## config.mk

```make
export PLATFORM = sky130hd
export DESIGN_NAME = bubble_multicycle_cpu
export DESIGN_NICKNAME = d
export VERILOG_FILES = /design/src/rtl/bubble_multicycle_cpu.sv
export SDC_FILE = /design/constraint.sdc
export NUM_CORES = 2
export LEC_CHECK = 0
export ABC_AREA = 1
export BUFFER_PORTS_ARGS = -buffer_cell sky130_fd_sc_hd__buf_4
export CAP_MARGIN = 20
export CORE_MARGIN = 5
export CORE_UTILIZATION = 39
export DETAILED_ROUTE_END_ITERATION = 6
export PLACE_DENSITY = 0.65
export SLEW_MARGIN = 20
export SYNTH_ARGS = -nofsm -noshare
export SYNTH_HDL_FRONTEND = slang
export SYNTH_SLANG_ARGS = --single-unit
```

## constraint.sdc

```tcl
create_clock -name clk -period 5.9 [get_ports clk]
set_input_delay 1.18 -clock clk [delete_from_list [all_inputs] [get_ports clk]]
set_output_delay 1.18 -clock clk [all_outputs]
set_load 0.01 [all_outputs]
```

## src/rtl/bubble_multicycle_cpu.sv

```systemverilog
// BUBBLE multi-cycle core: FETCH/DECODE/EXEC/MEM/WB state machine over one shared
// ALU and a single req/ready memory port used for both instruction and data access.
module bubble_multicycle_cpu #(
    parameter int                NREG     = 32,
    parameter int                ADDR_W   = 16,
    parameter logic [ADDR_W-1:0] RESET_PC = '0
) (
    input  logic              clk,
    input  logic              rst,
    output logic              mem_req,
    output logic              mem_we,
    output logic [ADDR_W-1:0] mem_addr,
    output logic [31:0]       mem_wdata,
    input  logic [31:0]       mem_rdata,
    input  logic              mem_ready,
    output logic [ADDR_W-1:0] pc,
    output logic              retire,
    output logic              halted,
    output logic              illegal
);

    localparam logic [5:0] OP_R    = 6'h00;
    localparam logic [5:0] OP_J    = 6'h02;
    localparam logic [5:0] OP_BEQ  = 6'h04;
    localparam logic [5:0] OP_ADDI = 6'h08;
    localparam logic [5:0] OP_LW   = 6'h23;
    localparam logic [5:0] OP_SW   = 6'h2B;
    localparam logic [5:0] OP_HALT = 6'h3F;
    localparam logic [5:0] F_ADD   = 6'h20;
    localparam logic [5:0] F_SUB   = 6'h22;
    localparam logic [5:0] F_AND   = 6'h24;
    localparam logic [5:0] F_OR    = 6'h25;
    localparam logic [5:0] F_SLT   = 6'h2A;

    typedef enum logic [2:0] {S_FETCH, S_DECODE, S_EXEC, S_MEM, S_WB, S_HALT} state_t;

    state_t            state, state_next;
    logic [31:0]       ir, a, b, alu_out, mdr;
    logic [31:0]       regs [1:NREG-1];
    logic [31:0]       rs_val, rt_val, imm_sext, alu_b, alu_result, wdata;
    logic [5:0]        op, funct;
    logic [4:0]        rs, rt, rd, waddr;
    logic              is_rtype, is_lw, is_sw, is_beq, is_addi, is_j, is_halt, funct_ok, legal;
    logic [ADDR_W-1:0] br_target, j_target;

    assign op       = ir[31:26];
    assign rs       = ir[25:21];
    assign rt       = ir[20:16];
    assign rd       = ir[15:11];
    assign funct    = ir[5:0];
    assign imm_sext = {{16{ir[15]}}, ir[15:0]};

    assign is_rtype = (op == OP_R);
    assign is_lw    = (op == OP_LW);
    assign is_sw    = (op == OP_SW);
    assign is_beq   = (op == OP_BEQ);
    assign is_addi  = (op == OP_ADDI);
    assign is_j     = (op == OP_J);
    assign is_halt  = (op == OP_HALT);
    assign funct_ok = (funct == F_ADD) || (funct == F_SUB) || (funct == F_AND) ||
                      (funct == F_OR)  || (funct == F_SLT);
    assign legal    = (is_rtype && funct_ok) || is_lw || is_sw || is_beq || is_addi || is_j || is_halt;

    // pc already holds PC+4 once the instruction has been fetched.
    assign br_target = pc + ADDR_W'(imm_sext << 2);
    if (ADDR_W > 28) begin : g_j_wide
        assign j_target = {pc[ADDR_W-1:28], ir[25:0], 2'b00};
    end else begin : g_j_narrow
        assign j_target = ADDR_W'({ir[25:0], 2'b00});
    end

    always_comb begin
        rs_val = '0;
        rt_val = '0;
        for (int i = 1; i < NREG; i++) begin
            if (rs == 5'(i)) rs_val = regs[i];
            if (rt == 5'(i)) rt_val = regs[i];
        end
    end

    always_comb begin
        alu_b      = is_rtype ? b : imm_sext;
        alu_result = a + alu_b;
        if (is_rtype) begin
            case (funct)
                F_SUB:   alu_result = a - alu_b;
                F_AND:   alu_result = a & alu_b;
                F_OR:    alu_result = a | alu_b;
                F_SLT:   alu_result = {31'd0, $signed(a) < $signed(alu_b)};
                default: ;
            endcase
        end
    end

    assign waddr = is_rtype ? rd : rt;
    assign wdata = is_lw ? mdr : alu_out;

    // NOTE: the register file is reset explicitly because software relies on all
    // registers reading 0 after rst, not only r0.
    always_ff @(posedge clk) begin
        for (int i = 1; i < NREG; i++) begin
            if (rst)
                regs[i] <= '0;
            else if (state == S_WB && waddr == 5'(i))
                regs[i] <= wdata;
        end
    end

    always_ff @(posedge clk) begin
        if (rst) state <= S_FETCH;
        else     state <= state_next;
    end

    always_comb begin
        state_next = state;
        case (state)
            S_FETCH:  if (mem_ready) state_next = S_DECODE;
            S_DECODE: begin
                if (is_halt || !legal) state_next = S_HALT;
                else if (is_j)         state_next = S_FETCH;
                else                   state_next = S_EXEC;
            end
            S_EXEC: begin
                if (is_beq)              state_next = S_FETCH;
                else if (is_lw || is_sw) state_next = S_MEM;
                else                     state_next = S_WB;
            end
            S_MEM:    if (mem_ready) state_next = is_lw ? S_WB : S_FETCH;
            S_WB:     state_next = S_FETCH;
            S_HALT:   state_next = S_HALT;
            default:  state_next = S_FETCH;
        endcase
    end

    // Outputs are masked during rst so a request caught mid-handshake is dropped
    // on the aborting edge instead of completing.
    always_comb begin
        mem_req   = 1'b0;
        mem_we    = 1'b0;
        mem_addr  = '0;
        mem_wdata = '0;
        retire    = 1'b0;
        halted    = 1'b0;
        if (!rst) begin
            case (state)
                S_FETCH: begin
                    mem_req  = 1'b1;
                    mem_addr = {pc[ADDR_W-1:2], 2'b00};
                end
                S_DECODE: retire = is_j || is_halt;
                S_EXEC:   retire = is_beq;
                S_MEM: begin
                    mem_req   = 1'b1;
                    mem_we    = is_sw;
                    mem_addr  = {alu_out[ADDR_W-1:2], 2'b00};
                    mem_wdata = is_sw ? b : '0;
                    retire    = is_sw && mem_ready;
                end
                S_WB:     retire = 1'b1;
                S_HALT:   halted = 1'b1;
                default:  ;
            endcase
        end
    end

    always_ff @(posedge clk) begin
        if (rst) begin
            pc      <= RESET_PC;
            ir      <= '0;
            a       <= '0;
            b       <= '0;
            alu_out <= '0;
            mdr     <= '0;
            illegal <= 1'b0;
        end else begin
            case (state)
                S_FETCH: if (mem_ready) begin
                    ir <= mem_rdata;
                    pc <= pc + ADDR_W'(4);
                end
                S_DECODE: begin
                    a <= rs_val;
                    b <= rt_val;
                    if (is_j)   pc      <= j_target;
                    if (!legal) illegal <= 1'b1;
                end
                S_EXEC: begin
                    alu_out <= alu_result;
                    if (is_beq && a == b) pc <= br_target;
                end
                S_MEM:   if (mem_ready && is_lw) mdr <= mem_rdata;
                default: ;
            endcase
        end
    end

endmodule

```

==> impl_metrics.xml <==
<?xml version="1.0" encoding="UTF-8"?>
<metrics>
  <group name="outcome">
    <metric name="status" unit="">finished, violations left</metric>
    <metric name="failed_checks" unit="">design-rule violations</metric>
  </group>
  <group name="routing">
    <metric name="detail-route-antenna-nets" unit="">0</metric>
    <metric name="wl_per_cell" unit="um">25.37</metric>
    <metric name="first_iter_violations" unit="">9730</metric>
    <metric name="route.vias.total" unit="">59840</metric>
    <metric name="detail_route.wirelength" unit="mm">260.4</metric>
    <metric name="drc" unit="">2</metric>
    <metric name="number_of_detailed_route_iterations_in_the_first_pass" unit="">7</metric>
    <metric name="avgViaCountPerCell" unit="">5.832</metric>
  </group>
  <group name="power">
    <metric name="power.share.combinational" unit="%">30.2</metric>
    <metric name="post-layout-total-power" unit="mW">26.05</metric>
    <metric name="switchingPower" unit="mW">9.988</metric>
    <metric name="seq_power_share" unit="%">38.2</metric>
    <metric name="power_per_cell_area" unit="nW/um2">363.6</metric>
    <metric name="worst_voltage_drop_across_the_vdd_grid" unit="uV">283.0</metric>
    <metric name="clkPwrFrac" unit="%">31.6</metric>
    <metric name="total_leakage_power" unit="nW">26.19</metric>
    <metric name="power.switching_fraction" unit="%">38.35</metric>
    <metric name="power.internal" unit="mW">16.06</metric>
  </group>
  <group name="setup_path">
    <metric name="worstRegToRegCells" unit="">21</metric>
    <metric name="crit_arrival" unit="ps">5610</metric>
    <metric name="critical-path-top-cell-by-count" unit="">sky130_fd_sc_hd__nand4_1</metric>
    <metric name="slowest_stage_delay_on_critical_path" unit="ps">790</metric>
    <metric name="critical_path.cell_chain" unit="">inv_2 -&gt; buf_4 -&gt; buf_4 -&gt; nand4_1 -&gt; nand2_1 -&gt; nor2_1 -&gt; nand4_1 -&gt; nor2_1 -&gt; nand4_1 -&gt; nand2_1 -&gt; nand4_1 -&gt; nor2_1 -&gt; nand4_1 -&gt; nor2_1 -&gt; nand4_1 -&gt; nor2_1 -&gt; nand4_1 -&gt; nor2_1 -&gt; nand4_1 -&gt; nand2_1 -&gt; a21oi_1</metric>
    <metric name="crit_fanout" unit="">39</metric>
    <metric name="critical_path_cell_count" unit="">21</metric>
    <metric name="setup.worst_path.end" unit="">a[26]$_SDFFE_PP0P_</metric>
    <metric name="reg2reg_to" unit="">a[26]$_SDFFE_PP0P_</metric>
    <metric name="worstSetupPathType" unit="">reg -&gt; reg</metric>
    <metric name="timing.critical_path.required" unit="ps">6540</metric>
    <metric name="critPathSlowestCell" unit="">sky130_fd_sc_hd__dfxtp_1</metric>
    <metric name="crit_start" unit="">ir[25]$_SDFFE_PP0P_</metric>
    <metric name="critical-path-top-delay-family" unit="">simple AND/OR/NAND/NOR gates</metric>
    <metric name="worstSetupEndpointType" unit="">flip-flop</metric>
    <metric name="cp_num_buf_inv" unit="">3</metric>
    <metric name="crit-reg2reg-launch" unit="">ir[25]$_SDFFE_PP0P_</metric>
    <metric name="crit_path_start_kind" unit="">flip-flop</metric>
    <metric name="r2r_setup_slack" unit="ps">930</metric>
  </group>
  <group name="die">
    <metric name="std_cell_rows" unit="">148</metric>
    <metric name="floorplan.core_area" unit="um2">163000</metric>
    <metric name="die-height" unit="um">415.1</metric>
    <metric name="effective_utilization_at_floorplan" unit="%">39.27</metric>
    <metric name="design.die.area" unit="um2">172300</metric>
    <metric name="die_w" unit="um">415.1</metric>
    <metric name="boundary_pins" unit="">104</metric>
  </group>
  <group name="synthesis">
    <metric name="synthDistinctLibCells" unit="">61</metric>
    <metric name="synth_largest_type_area_fraction" unit="%">46.55</metric>
    <metric name="synth-seq-cells" unit="">1170</metric>
    <metric name="postSynth.asyncResetShare" unit="%">0</metric>
    <metric name="seq_area_frac_synth" unit="%">52.11</metric>
    <metric name="synth_enable_flop_cells" unit="">992</metric>
    <metric name="count_of_yosys_warnings_during_synthesis" unit="">0</metric>
    <metric name="syn-mean-instance-area" unit="um2">7.911</metric>
    <metric name="syn-instance-count" unit="">8090</metric>
    <metric name="synthDominantAreaCellType" unit="">sky130_fd_sc_hd__edfxtp_1</metric>
    <metric name="ys.flop_type" unit="">sky130_fd_sc_hd__edfxtp_1</metric>
    <metric name="synth_area_leaders" unit="">sky130_fd_sc_hd__edfxtp_1, sky130_fd_sc_hd__nand2_1, sky130_fd_sc_hd__nor2_1, sky130_fd_sc_hd__dfxtp_1, sky130_fd_sc_hd__nand4_1</metric>
    <metric name="synth.cell_area" unit="um2">64000</metric>
  </group>
  <group name="finish">
    <metric name="layout_stage_area_growth_over_the_synthesis_result" unit="%">11.92</metric>
    <metric name="ff_latch_area" unit="um2">33350</metric>
    <metric name="multi_input_comb_area" unit="um2">26110</metric>
    <metric name="num-nets-final" unit="">8131</metric>
    <metric name="fill_count" unit="">15960</metric>
    <metric name="layout-drive-gt1-share" unit="%">8.028</metric>
  </group>
  <group name="clocking">
    <metric name="post_cts.resized_instances" unit="">0</metric>
    <metric name="cts_tree" unit="">yes</metric>
    <metric name="cts_htree_levels" unit="">4</metric>
    <metric name="max-clock-path-buffers" unit="">3</metric>
    <metric name="number_of_post_cts_setup_repair_buffers" unit="">0</metric>
    <metric name="clk_pin_slew_worst_paths" unit="ps">60</metric>
    <metric name="cts_buffers" unit="">131</metric>
    <metric name="clock_latency" unit="ps">810</metric>
    <metric name="clk_root_buffer_cell" unit="">sky130_fd_sc_hd__clkbuf_16</metric>
    <metric name="hold_buffers" unit="">0</metric>
    <metric name="clkSinkCount" unit="">1170</metric>
  </group>
  <group name="place">
    <metric name="dp_hpwl" unit="mm">168.5</metric>
    <metric name="place.port_buffers" unit="">99</metric>
    <metric name="gpl.final_weighted_congestion" unit="">0.9523</metric>
  </group>
  <group name="global_routing">
    <metric name="globalRouteTotalUtil" unit="%">28.96</metric>
    <metric name="grt-ovfl-total" unit="">0</metric>
    <metric name="grt_max_degree" unit="">79</metric>
    <metric name="antenna_found_initial" unit="">7</metric>
    <metric name="grt_pass1_vias" unit="">55780</metric>
    <metric name="wire_length_of_the_first_global_routing_pass" unit="mm">374.2</metric>
  </group>
  <group name="flow_run">
    <metric name="max-cap-violations" unit="">0</metric>
  </group>
  <group name="min_path">
    <metric name="timing.hold.worst.class" unit="">reg -&gt; reg</metric>
  </group>
  <group name="sta">
    <metric name="max_slew_margin" unit="%">18.62</metric>
    <metric name="timing_worst_slew_pin_value" unit="ps">1205</metric>
    <metric name="totalNegativeSetupSlack" unit="ps">0</metric>
    <metric name="post_layout_minimum_cycle_time" unit="ps">4974</metric>
    <metric name="rsz0062_at_grt" unit="">false</metric>
    <metric name="maxClockFrequency" unit="GHz">0.2010</metric>
    <metric name="layout_worst_path_cycle_share" unit="%">84.31</metric>
    <metric name="setup_violations" unit="">0</metric>
    <metric name="clock-skew-final" unit="ps">27.00</metric>
    <metric name="timing.final.hold_violations" unit="">0</metric>
    <metric name="finalMaxSlewViolations" unit="">0</metric>
  </group>
</metrics>
==> power by group through the flow <==
| stage | Sequential, mW | Combinational, mW | Clock [mW] |
|---|---|---|---|
| global placement | 10.1 | 7.54 | 0 |
| CTS | 9.92 | 7.60 | 8.24 |
| finish | 9.95 | 7.87 | 8.23 |
| floorplan | 9.84 | 4.59 | 0 |
| detailed placement | 10.1 | 7.57 | 0 |
| global route | 9.97 | 8.40 | 8.58 |
==> stage by stage <==
step           util (%)  worst slack [ps]  area (um2)  instances  hold slack (ps)
2_1_floorplan         -              1815       64010       8093            429.7
3_3_place_gp      41.32              1161       67340      10020            439.6
3_5_place_dp      41.34              1112       67370      10020            442.6
4_1_cts           43.91             858.9       71550      10260            454.3
5_1_grt           43.95             666.8       71620      10260            477.5
6_report          43.96             925.5       71630      10260            451.9
==> area by class of cell <==
type,instances,share of cell area (%)
Multi-Input combinational cell,5599,36.45
Timing Repair Buffer,296,3.221
Clock buffer,173,5.075
Tap cell,2175,3.799
Clock inverter,61,0.7703
Antenna cell,2,0.006987
Sequential cell,1170,46.56
Inverter,785,4.119
==> synth_stat cells, types with 10 or more instances <==
master                      number
sky130_fd_sc_hd__a31oi_1        11
sky130_fd_sc_hd__xnor2_1        18
sky130_fd_sc_hd__buf_1          14
sky130_fd_sc_hd__o2111ai_1      35
sky130_fd_sc_hd__nand3_1       128
sky130_fd_sc_hd__o21ai_1        12
sky130_fd_sc_hd__dfxtp_1       178
sky130_fd_sc_hd__o211ai_1       14
sky130_fd_sc_hd__o221ai_1       10
sky130_fd_sc_hd__edfxtp_1      992
sky130_fd_sc_hd__nand2_1      1933
sky130_fd_sc_hd__a32o_1         11
sky130_fd_sc_hd__clkbuf_1      430
sky130_fd_sc_hd__o21ai_0       342
sky130_fd_sc_hd__buf_2          81
sky130_fd_sc_hd__buf_4          13
sky130_fd_sc_hd__xor2_1         24
sky130_fd_sc_hd__inv_2          18
sky130_fd_sc_hd__nor3_1         24
sky130_fd_sc_hd__ha_1          110
sky130_fd_sc_hd__or2_2          25
sky130_fd_sc_hd__inv_1         764
sky130_fd_sc_hd__a21oi_1       331
sky130_fd_sc_hd__nor2_1       1910
sky130_fd_sc_hd__nand4_1       560
==> how the worst min path moves through the flow <==
stage | from | end | slack, ps | cells past startpoint
2_1_floorplan | mdr[0]$_SDFFE_PP0P_ | mdr[0]$_SDFFE_PP0P_ | 430 | 2
4_1_cts | mdr[13]$_SDFFE_PP0P_ | mdr[13]$_SDFFE_PP0P_ | 450 | 2
5_1_grt | mdr[31]$_SDFFE_PP0P_ | mdr[31]$_SDFFE_PP0P_ | 480 | 2
3_3_place_gp | mdr[15]$_SDFFE_PP0P_ | mdr[15]$_SDFFE_PP0P_ | 440 | 2
3_5_place_dp | mdr[17]$_SDFFE_PP0P_ | mdr[17]$_SDFFE_PP0P_ | 440 | 2
6_report | mdr[25]$_SDFFE_PP0P_ | mdr[25]$_SDFFE_PP0P_ | 450 | 2
==> state kept, by name, summed over array words and instances (netlist names) <==
signal / flops
regs: 992
a: 32
alu_out: 32
b: 32
ir: 32
mdr: 32
pc: 14
state: 3
illegal: 1
==> per-layer routing <==
layer / vias to the layer above / global-route usage (%) / part of all wire, %
met1: 28620 / 38.54 / 38
met3: 788 / 5.174 / 11
met2: 4128 / 43.67 / 43
met4: 6 / 18.40 / 7.1
met5: - / 0 / 0.013
li1: 26300 / - / -
==> tightest hold or removal path: stages (launching register included) <==
cell and delay (ps):
sky130_fd_sc_hd__dfxtp_1 300, sky130_fd_sc_hd__inv_1 60, sky130_fd_sc_hd__a21oi_1 50
==> kinds of logic after synthesis <==
family          count (synthesis)  synth area share, %
compound gates                822                7.158
xor+xnor                       42               0.5748
fa+ha+maj                     113                2.244
buf+inv                      1324                8.012
flops                        1170                52.11
other cells                     1             0.005860
simple gates                 4618                29.89
==> cell usage in the layout, fill, tap and decap left out, types with 14 or more instances in the layout <==
master and instances:
sky130_fd_sc_hd__inv_2 18, sky130_fd_sc_hd__o211ai_1 14, sky130_fd_sc_hd__dfxtp_1 178, sky130_fd_sc_hd__nor3_1 18
sky130_fd_sc_hd__o21ai_0 310, sky130_fd_sc_hd__ha_1 110, sky130_fd_sc_hd__o21ai_4 32, sky130_fd_sc_hd__nand3_1 120
sky130_fd_sc_hd__clkbuf_1 30, sky130_fd_sc_hd__clkinv_2 19, sky130_fd_sc_hd__inv_1 760, sky130_fd_sc_hd__nor2_2 31
sky130_fd_sc_hd__nand4_1 560, sky130_fd_sc_hd__nand2_1 1929, sky130_fd_sc_hd__buf_4 291, sky130_fd_sc_hd__clkinv_1 23
sky130_fd_sc_hd__edfxtp_1 992, sky130_fd_sc_hd__clkbuf_16 138, sky130_fd_sc_hd__o2111ai_1 35, sky130_fd_sc_hd__xor2_1 24
sky130_fd_sc_hd__nor2_1 1879, sky130_fd_sc_hd__a21oi_1 331, sky130_fd_sc_hd__or2_2 25, sky130_fd_sc_hd__xnor2_1 18
Note: power is estimated with default switching activity, not from simulation.
